[src/rtl/tlc_pkg.sv]
// Shared types and constants for the main/side-street traffic light sequencer.
package tlc_pkg;

    typedef enum logic [2:0] {
        StMgA,
        StMgB,
        StMy,
        StWalk,
        StSg,
        StSgExt,
        StSy
    } state_e;

    typedef logic [3:0] interval_t;

    localparam logic [2:0] LAMP_R = 3'b100;
    localparam logic [2:0] LAMP_Y = 3'b010;
    localparam logic [2:0] LAMP_G = 3'b001;

    // Intervals wider than the timer's 4-bit load field wrap silently.
    function automatic interval_t to_interval(input int unsigned secs);
        return interval_t'(secs % 16);
    endfunction

endpackage

[src/rtl/walk_register.sv]
// Set-dominant pedestrian request latch used by the traffic light sequencer.
module walk_register (
    input  logic clk_i,
    input  logic rst_i,
    input  logic set_i,
    input  logic clr_i,
    output logic latched_o
);

    logic latched_q, latched_d;

    // Set is applied last so a request arriving on the clear cycle is kept.
    always_comb begin
        latched_d = latched_q;
        if (clr_i) latched_d = 1'b0;
        if (set_i) latched_d = 1'b1;
    end

    always_ff @(posedge clk_i) begin
        if (rst_i) latched_q <= 1'b0;
        else       latched_q <= latched_d;
    end

    assign latched_o = latched_q;

endmodule

[src/rtl/traffic_light_fsm.sv]
// Main/side-street traffic light sequencer driving an external countdown timer.
// Define TLC_WALK_EN to build in the pedestrian WALK phase and request latch.
module traffic_light_fsm
    import tlc_pkg::*;
#(
    parameter int unsigned T_BASE = 6,
    parameter int unsigned T_EXT  = 3,
    parameter int unsigned T_YEL  = 2
) (
    input  logic       clk,
    input  logic       Reset_Sync,
    input  logic       expired,
    input  logic       sensor,
    input  logic       walk_request,
    output logic       start_timer,
    output logic [3:0] value,
    output logic [2:0] main_lights,
    output logic [2:0] side_lights,
    output logic       walk
);

    localparam interval_t IvBase = to_interval(T_BASE);
    localparam interval_t IvExt  = to_interval(T_EXT);
    localparam interval_t IvYel  = to_interval(T_YEL);

    state_e    state_q, state_d;
    logic      start_q, start_d;
    logic      start_prev_q;
    logic      load_pending_q;
    interval_t value_q, value_d;
    interval_t iv;
    logic [2:0] main_q, main_d;
    logic [2:0] side_q, side_d;
    logic      walk_q, walk_d;
    logic      exp_ok;
    logic      walk_latched;

`ifdef TLC_WALK_EN
    logic walk_clr;
    assign walk_clr = (state_d == StWalk) && (state_q != StWalk);

    walk_register u_walk_register (
        .clk_i     (clk),
        .rst_i     (Reset_Sync),
        .set_i     (walk_request),
        .clr_i     (walk_clr),
        .latched_o (walk_latched)
    );
`else
    logic unused_walk_request;
    assign unused_walk_request = walk_request;
    assign walk_latched        = 1'b0;
`endif

    // A stale expiry lingers while the timer reloads, so ignore it for two cycles.
    assign exp_ok = expired && !start_q && !start_prev_q && !load_pending_q;

    always_comb begin
        state_d = state_q;
        if (exp_ok) begin
            unique case (state_q)
                StMgA:   state_d = StMgB;
                StMgB:   state_d = StMy;
                StMy:    state_d = walk_latched ? StWalk : StSg;
                StWalk:  state_d = StSg;
                StSg:    state_d = sensor ? StSgExt : StSy;
                StSgExt: state_d = StSy;
                StSy:    state_d = StMgA;
                default: state_d = StMgA;
            endcase
        end
    end

    always_comb begin
        start_d = exp_ok || load_pending_q;
        main_d  = LAMP_R;
        side_d  = LAMP_R;
        walk_d  = 1'b0;
        iv      = IvBase;
        unique case (state_d)
            StMgA:   begin main_d = LAMP_G; iv = IvBase; end
            StMgB:   begin main_d = LAMP_G; iv = sensor ? IvExt : IvBase; end
            StMy:    begin main_d = LAMP_Y; iv = IvYel; end
            StWalk:  begin walk_d = 1'b1;   iv = IvExt; end
            StSg:    begin side_d = LAMP_G; iv = IvBase; end
            StSgExt: begin side_d = LAMP_G; iv = IvExt; end
            StSy:    begin side_d = LAMP_Y; iv = IvYel; end
            default: begin main_d = LAMP_G; iv = IvBase; end
        endcase
        value_d = start_d ? iv : value_q;
    end

    always_ff @(posedge clk) begin
        if (Reset_Sync) begin
            state_q        <= StMgA;
            start_q        <= 1'b0;
            start_prev_q   <= 1'b0;
            load_pending_q <= 1'b1;
            value_q        <= IvBase;
            main_q         <= LAMP_G;
            side_q         <= LAMP_R;
            walk_q         <= 1'b0;
        end else begin
            state_q        <= state_d;
            start_q        <= start_d;
            start_prev_q   <= start_q;
            load_pending_q <= 1'b0;
            value_q        <= value_d;
            main_q         <= main_d;
            side_q         <= side_d;
            walk_q         <= walk_d;
        end
    end

    assign start_timer = start_q;
    assign value       = value_q;
    assign main_lights = main_q;
    assign side_lights = side_q;
    assign walk        = walk_q;

endmodule

[config.mk]
export PLATFORM = sky130hd
export DESIGN_NAME = traffic_light_fsm
export DESIGN_NICKNAME = d
export VERILOG_FILES = /design/src/rtl/tlc_pkg.sv /design/src/rtl/walk_register.sv /design/src/rtl/traffic_light_fsm.sv
export SDC_FILE = /design/constraint.sdc
export NUM_CORES = 1
export LEC_CHECK = 0
export ABC_AREA = 1
export CAP_MARGIN = 20
export CORE_MARGIN = 3
export CORE_UTILIZATION = 45
export CTS_BUF_LIST = sky130_fd_sc_hd__clkbuf_4 sky130_fd_sc_hd__clkbuf_8
export DETAILED_ROUTE_END_ITERATION = 8
export DONT_BUFFER_PORTS = 1
export GPL_ROUTABILITY_DRIVEN = 0
export HOLD_SLACK_MARGIN = 0.02
export PLACE_DENSITY_LB_ADDON = 0.1
export RECOVER_POWER = 100
export SLEW_MARGIN = 25
export SYNTH_ARGS = -nofsm -noshare
export SYNTH_HDL_FRONTEND = slang
export SYNTH_SLANG_ARGS = --single-unit
export TNS_END_PERCENT = 30
[constraint.sdc]
create_clock -name clk -period 2 [get_ports clk]
set_input_delay 0.4 -clock clk [delete_from_list [all_inputs] [get_ports clk]]
set_output_delay 0.4 -clock clk [all_outputs]
set_load 0.02 [all_outputs]
==> results by group, run 1 <==
Power and ir drop
  – Internal power: 0.000436 W
  – Sw Ratio: 30.3%
  – Clock power share: 30.9%
  – Leak: 0.377 nW
  – Pwr dens: 900 nW/µm²
  – Combinational Power Share: 14.1%
  – Sequential share of power: 55.0%
  – Worst vdd ir: 0.000537 V
  – Total power: 0.000625 W
  – Switch Pwr: 0.000189 W

Route
  – DRC viols: 0
  – Vias: 497
  – Final wirelength: 1.16 mm
  – Final ANT Viol Nets: 0
  – Routed len/inst: 10.9 µm
  – TritonRoute pass-1 iters: 3
  – First DRT Iteration DRCs: 8
  – Vias per std cell: 4.69

Worst setup path
  – R2R Path Start: start_timer$_SDFF_PP0_
  – Worst EP arrival: 1.77 ns
  – Critical Path Start Type: flip-flop
  – CP max FO: 6
  – Reg2Reg Depth: 10
  – Reg2reg end: main_lights[0]$_SDFF_PP1_
  – Required @ worst endpoint: 2.18 ns
  – Reg-to-reg setup timing slack: 0.42 ns
  – CP endpoint kind: flip-flop
  – Crit Path Class: flip-flop to flip-flop

Synthesis
  – Flops & latches, synth: 15
  – Yosys warns: 0
  – Avg Cell Area, Syn: 7.74 µm²
  – Cell count after synthesis: 90
  – Yosys top cell by area: dfxtp_1
  – Register area share after synthesis: 43.1%
  – Synth top area share: 43.1%
  – Ranking of synthesized cells by area: dfxtp_1 43%, nand2_1 11%, inv_1 7.0%
  – Post-Syn Nets: 96
  – Cell variety after synth: 19
  – Cell area after synthesis: 697 µm²

Clock tree
  – Clock root buffer: clkbuf_4
  – Clk buf depth: 2
  – Sink Count: 15
  – Clock tree from TritonCTS: yes
  – CTS buffer count: 3
  – Clk Latency, worst-skew pair: 0.29 ns
  – Post-cts sizing count: 0
  – Cts-stage hold buffer count: 0
  – # H-tree levels: 1
  – Setup Fix Bufs, Post-CTS: 0
  – Clk pin slew, worst setup/hold paths: 0.09 ns

Timing
  – Clock Skews: 0.00437 ns
  – Fmax: 631 MHz
  – Final Hold Viols: 0
  – Final period util: 79.2%
  – Post-route setup TNS: 0 ns
  – RSZ-0062 raised after global routing: no
  – Final setup fails: 0
  – Post-route minimum period: 1.58 ns
  – Max-slew violations: 0

Floorplan
  – Initial Util: 50.4%
  – Full die area: 2060 µm²
  – Site Rows: 13
  – Num ports: 17
  – Die Ht: 45.4 µm
  – Core ar.: 1380 µm²
  – Overall die width: 45.4 µm

GRT
  – Number of global-route vias before repair: 454
  – Initial antenna violation count: 0
  – Tot GR Track Use: 13.5%
  – First-pass GRT wire length: 1.86 mm
  – Largest net degree at the start of global routing: 10
  – Grt ovf: 0

Status
  – Status: finished, final reports clean

Hold path
  – WHS Endpoint: load_pending_q$_DFF_P_
  – Hold WC Path Type: input pin to flip-flop
  – Hold path start: Reset_Sync
  – Worst hold path depth: 0

Finish
  – Fin nets: 98
  – Number of diodes: 0
  – Area of the multi-input gates: 273 µm²
  – P&R area growth vs syn: -0.359%
  – Design area: 694 µm²
  – Fillers: 134
  – Share of layout cells above drive strength 1: 17.6%
  – Storage element area: 300 µm²

Place
  – DP HPWL: 835 µm
  – Port Buf Inserts: 0
  – Area of placed instances: 696 µm²

Job
  – Max-cap viol count: 0
-- metal layers --
metal  track usage (%)  vias to the layer above  wire length [µm]
li1                  -                      265                 -
met1              17.2                      216               577
met2              17.5                       12               482
met3              4.38                        4                54
met4              12.9                        0                42
met5                 0                        -                 0
-- cells in the mapped netlist --
cell type  instances
buf_4              2
clkbuf_2           1
conb_1             2
dfxtp_1           15
ha_1               1
inv_1             13
inv_2              3
inv_4              2
nand2_1           20
nand2_2            4
nand2_4            4
nand3_1            4
nand3_2            1
nand4_1            3
nor2_1             9
nor2_2             3
nor3_4             1
o21ai_1            1
o21ai_4            1
-- cells in the final DEF (no fill, tap or decap), drive strengths merged --
master and n:
ha 1, nor2 12, o21ai 2, nand3 5, nand2 28, clkbuf 4
nand4 3, inv 18, dfxtp 15, conb 2, nor3 1
-- metrics by stage --
| step | cells | hold slack (ns) | setup WS [ns] | utilization, % |
|---|---|---|---|---|
| 3_5_place_dp | 102 | 0.429 | 0.593 | 50.3 |
| 2_1_floorplan | 90 | 0.428 | 0.716 | - |
| 3_3_place_gp | 102 | 0.428 | 0.623 | 50.3 |
| 4_1_cts | 106 | 0.122 | 0.574 | 52.5 |
| 5_1_grt | 106 | 0.118 | 0.196 | 50.2 |
| 6_report | 106 | 0.129 | 0.415 | 50.2 |
-- critical path, stage by stage, from the launching register on --
cell     delay [ns]
dfxtp_1        0.40
nor2_1         0.17
nand3_1        0.19
nand2_2        0.10
nand2_1        0.16
inv_4          0.13
nand2_4        0.06
inv_4          0.06
nand2_4        0.04
o21ai_0        0.12
nor2_2         0.05
-- layout make-up --
cell class              count  share of cell area, %
clock buffers               4                   4.32
flip-flops and latches     15                   43.2
multi-input cells          54                   39.3
inverters                  18                   10.5
well taps                  15                   2.70
-- logic make-up after synthesis --
logic type | synth area share (%)
fa+ha+maj | 1.80
other cells | 1.08
buf+inv | 13.3
flops | 43.1
simple gates | 37.7
compound gates | 3.05
-- worst max path at each step --
stage / start / to / slack [ns] / cells after the start
after CTS: state_q[1]$_SDFF_PP0_ / value[2]$_SDFFE_PP1P_ / 0.57 / 11
after floorplan: state_q[1]$_SDFF_PP0_ / value[0]$_SDFFE_PP0P_ / 0.72 / 11
after global routing: start_timer$_SDFF_PP0_ / main_lights[0]$_SDFF_PP1_ / 0.20 / 10
after detailed placement: state_q[1]$_SDFF_PP0_ / value[2]$_SDFFE_PP1P_ / 0.59 / 11
after global placement: state_q[1]$_SDFF_PP0_ / value[0]$_SDFFE_PP0P_ / 0.62 / 11
final: start_timer$_SDFF_PP0_ / main_lights[0]$_SDFF_PP1_ / 0.42 / 10
-- registers in the layout (all words and copies together), names as in the netlist --
name	count
state_q	3
side_lights	3
start_timer	1
value	2
load_pending_q	1
main_lights	3
walk	1
start_prev_q	1
-- power groups by stage --
| stage | clock [W] | sequential [W] | combinational [W] |
|---|---|---|---|
| after floorplan | 0 | 0.000349 | 0.0000899 |
| after global placement | 0 | 0.000352 | 0.0000945 |
| after detailed placement | 0 | 0.000352 | 0.0000960 |
| after CTS | 0.000198 | 0.000345 | 0.0000965 |
| after global routing | 0.000206 | 0.000346 | 0.000101 |
| final | 0.000193 | 0.000344 | 0.0000879 |
(Power assumes the default switching activity.)
==> inputs of run 2 (changes only) <==
==> constraint.sdc (replaced) <==
create_clock -name clk -period 1.3 [get_ports clk]
set_input_delay 0.26 -clock clk [delete_from_list [all_inputs] [get_ports clk]]
set_output_delay 0.26 -clock clk [all_outputs]
set_load 0.02 [all_outputs]
==> run 2 against run 1 <==
The run now ends with setup timing left. Non-clock buffer count up 12. Flip-flop and latch count did not move. Sequential power increased by 54%. Largest cell class is now multi-input combinational cells. First-iteration DRC count grew 50%. Routed wire length increased by 17%. Fmax increased by 17%. Critical path type unchanged. Largest power group unchanged. Final cell count increased by 11%. Highest routed layer unchanged.
==> results by group, run 2 (synthesis results as in run 1) <==
Status
  – Status: finished with violations
  – Failing checks: setup timing

Worst setup path
  – Crit Path Class: flip-flop to flip-flop
  – Crit path from: state_q[2]$_SDFF_PP0_
  – Required @ worst endpoint: 1.48 ns
  – Cells along the critical path: buf_4, nand2_1, nand2_1, nand2_1, nand2_1, nand2_4, inv_2, nand2_4, nand2_4, nand2_2, nand2_1, nand2_1
  – R2R Path Start: state_q[2]$_SDFF_PP0_
  – CP max stage delay: 0.36 ns
  – Reg2Reg Depth: 12
  – Critical Path Start Type: flip-flop
  – Worst EP arrival: 1.53 ns
  – Critical-path top delay cell: dfxtp_2
  – CP max FO: 6
  – Top cell by count, worst path: nand2_1
  – CP endpoint kind: flip-flop

Power and ir drop
  – Leak: 0.446 nW
  – Switch Pwr: 0.000336 W
  – Sequential share of power: 51.1%
  – Worst vdd ir: 0.000673 V
  – Internal power: 0.000699 W
  – Sw Ratio: 32.5%
  – Clock power share: 26.1%
  – Pwr dens: 1150 nW/µm²
  – Combinational Power Share: 22.8%

Timing
  – Max-slew violations: 0
  – RSZ-0062 raised after global routing: yes
  – Final Hold Viols: 0
  – Clock Skews: 0.00909 ns
  – Final worst slack: -0.0498 ns
  – Post-route minimum period: 1.35 ns
  – Fmax: 741 MHz
  – Final period util: 104%
  – Final setup fails: 4
  – Post-route setup TNS: -0.129 ns
  – Final hold slack: 0.0408 ns

Finish
  – Design area: 898 µm²
  – Storage element area: 304 µm²
  – Most frequent cells in the layout: 14 x nand2_1, 12 x inv_1, 12 x dfxtp_1
  – Share of layout cells above drive strength 1: 45.6%
  – Fillers: 112
  – Most common cell after layout, fill and taps aside: nand2_1
  – Fin nets: 110
  – Area of the multi-input gates: 375 µm²
  – P&R area growth vs syn: 28.9%
  – Number of diodes: 0

Job
  – Max-cap viol count: 0

Floorplan
  – Initial Util: 50.4%
  – Num ports: 17
  – Core ar.: 1380 µm²
  – Full die area: 2060 µm²
  – Overall die width: 45.4 µm
  – Site Rows: 13
  – Die Ht: 45.4 µm

Route
  – First DRT Iteration DRCs: 12
  – Final wirelength: 1.36 mm
  – Final ANT Viol Nets: 0
  – Routed len/inst: 11.5 µm
  – Vias per std cell: 4.64
  – Vias: 547
  – TritonRoute pass-1 iters: 4
  – DRC viols: 0

GRT
  – First-pass GRT wire length: 2.00 mm
  – Largest net degree at the start of global routing: 10
  – Number of global-route vias before repair: 488
  – Initial antenna violation count: 0
  – Tot GR Track Use: 14.3%
  – Grt ovf: 0

Hold path
  – Hold path start: Reset_Sync
  – Hold WC Path Type: input pin to flip-flop
  – Worst hold path depth: 1

Clock tree
  – Clock root buffer: clkbuf_4
  – CTS buffer count: 3
  – Clk pin slew, worst setup/hold paths: 0.10 ns
  – Clk buf depth: 2
  – # H-tree levels: 1
  – Sink Count: 15
  – Clk Latency, worst-skew pair: 0.29 ns
  – Clock tree from TritonCTS: yes

Place
  – DP HPWL: 861 µm
  – Area of placed instances: 748 µm²
  – Port Buf Inserts: 0
-- run 2: cell types whose count changed in the layout (fill, tap and decap cells not counted), moves of 4 or more --
cell     delta
nand2_1     -9
buf_4       +8
nand2_2     +5
nand2_4     +4
-- run 2: worst paths after layout --
check,end,slack (ns)
setup reg to reg,value[2]$_SDFFE_PP1P_,-0.05
hold / removal,start_prev_q$_SDFF_PP0_,0.04
hold reg to reg,start_prev_q$_SDFF_PP0_,0.49
setup / recovery,value[2]$_SDFFE_PP1P_,-0.05
-- run 2: cell type report --
class	count	share of cell area, %
inverters	18	8.64
clock buffers	3	2.51
flip-flops and latches	15	33.8
well taps	15	2.09
clock inverters	1	0.557
repair buffers	12	10.6
multi-input cells	54	41.8
-- run 2: metal layers --
metal / up-vias / share of wire [%] / GRT usage (%) / wire (µm)
met5: - / 0 / 0 / 0
met3: 2 / 4.6 / 4.38 / 62
met4: 0 / 1.4 / 12.3 / 19
li1: 286 / - / - / -
met2: 11 / 48 / 19.2 / 655
met1: 248 / 46 / 18.3 / 621
-- run 2: power by group through the flow --
stage               sequential (W)  combinational [W]  clock, W
floorplan                 0.000537           0.000138         0
global placement          0.000536           0.000173         0
detailed placement        0.000537           0.000174         0
CTS                       0.000528           0.000196  0.000272
global route              0.000531           0.000262  0.000301
finish                    0.000529           0.000237  0.000270
-- run 2: critical path: cells and delay by family (launching register included) --
kind / cells / cell delay, ns
buf+inv: 2 / 0.20
flops: 1 / 0.36
simple gates: 10 / 0.66
-- run 2: through the flow --
stage | util (%) | worst slack (ns) | total power (W) | std cells
2_1_floorplan | - | 0.0160 | 0.000675 | 90
5_1_grt | 65.0 | -0.147 | 0.00109 | 118
6_report | 65.0 | -0.0498 | 0.00104 | 118
4_1_cts | 60.4 | -0.0358 | 0.000997 | 116
3_3_place_gp | 54.1 | -0.0580 | 0.000709 | 109
3_5_place_dp | 54.1 | -0.0602 | 0.000711 | 109
-- run 2: what timing repair did --
action,in CTS,in global routing
setup endpoints to repair,5,7
endpoints found under the hold margin,2,3
buffers inserted,2,1
pin swaps,8,10
resized for setup,9,15
hold buffers,1,1
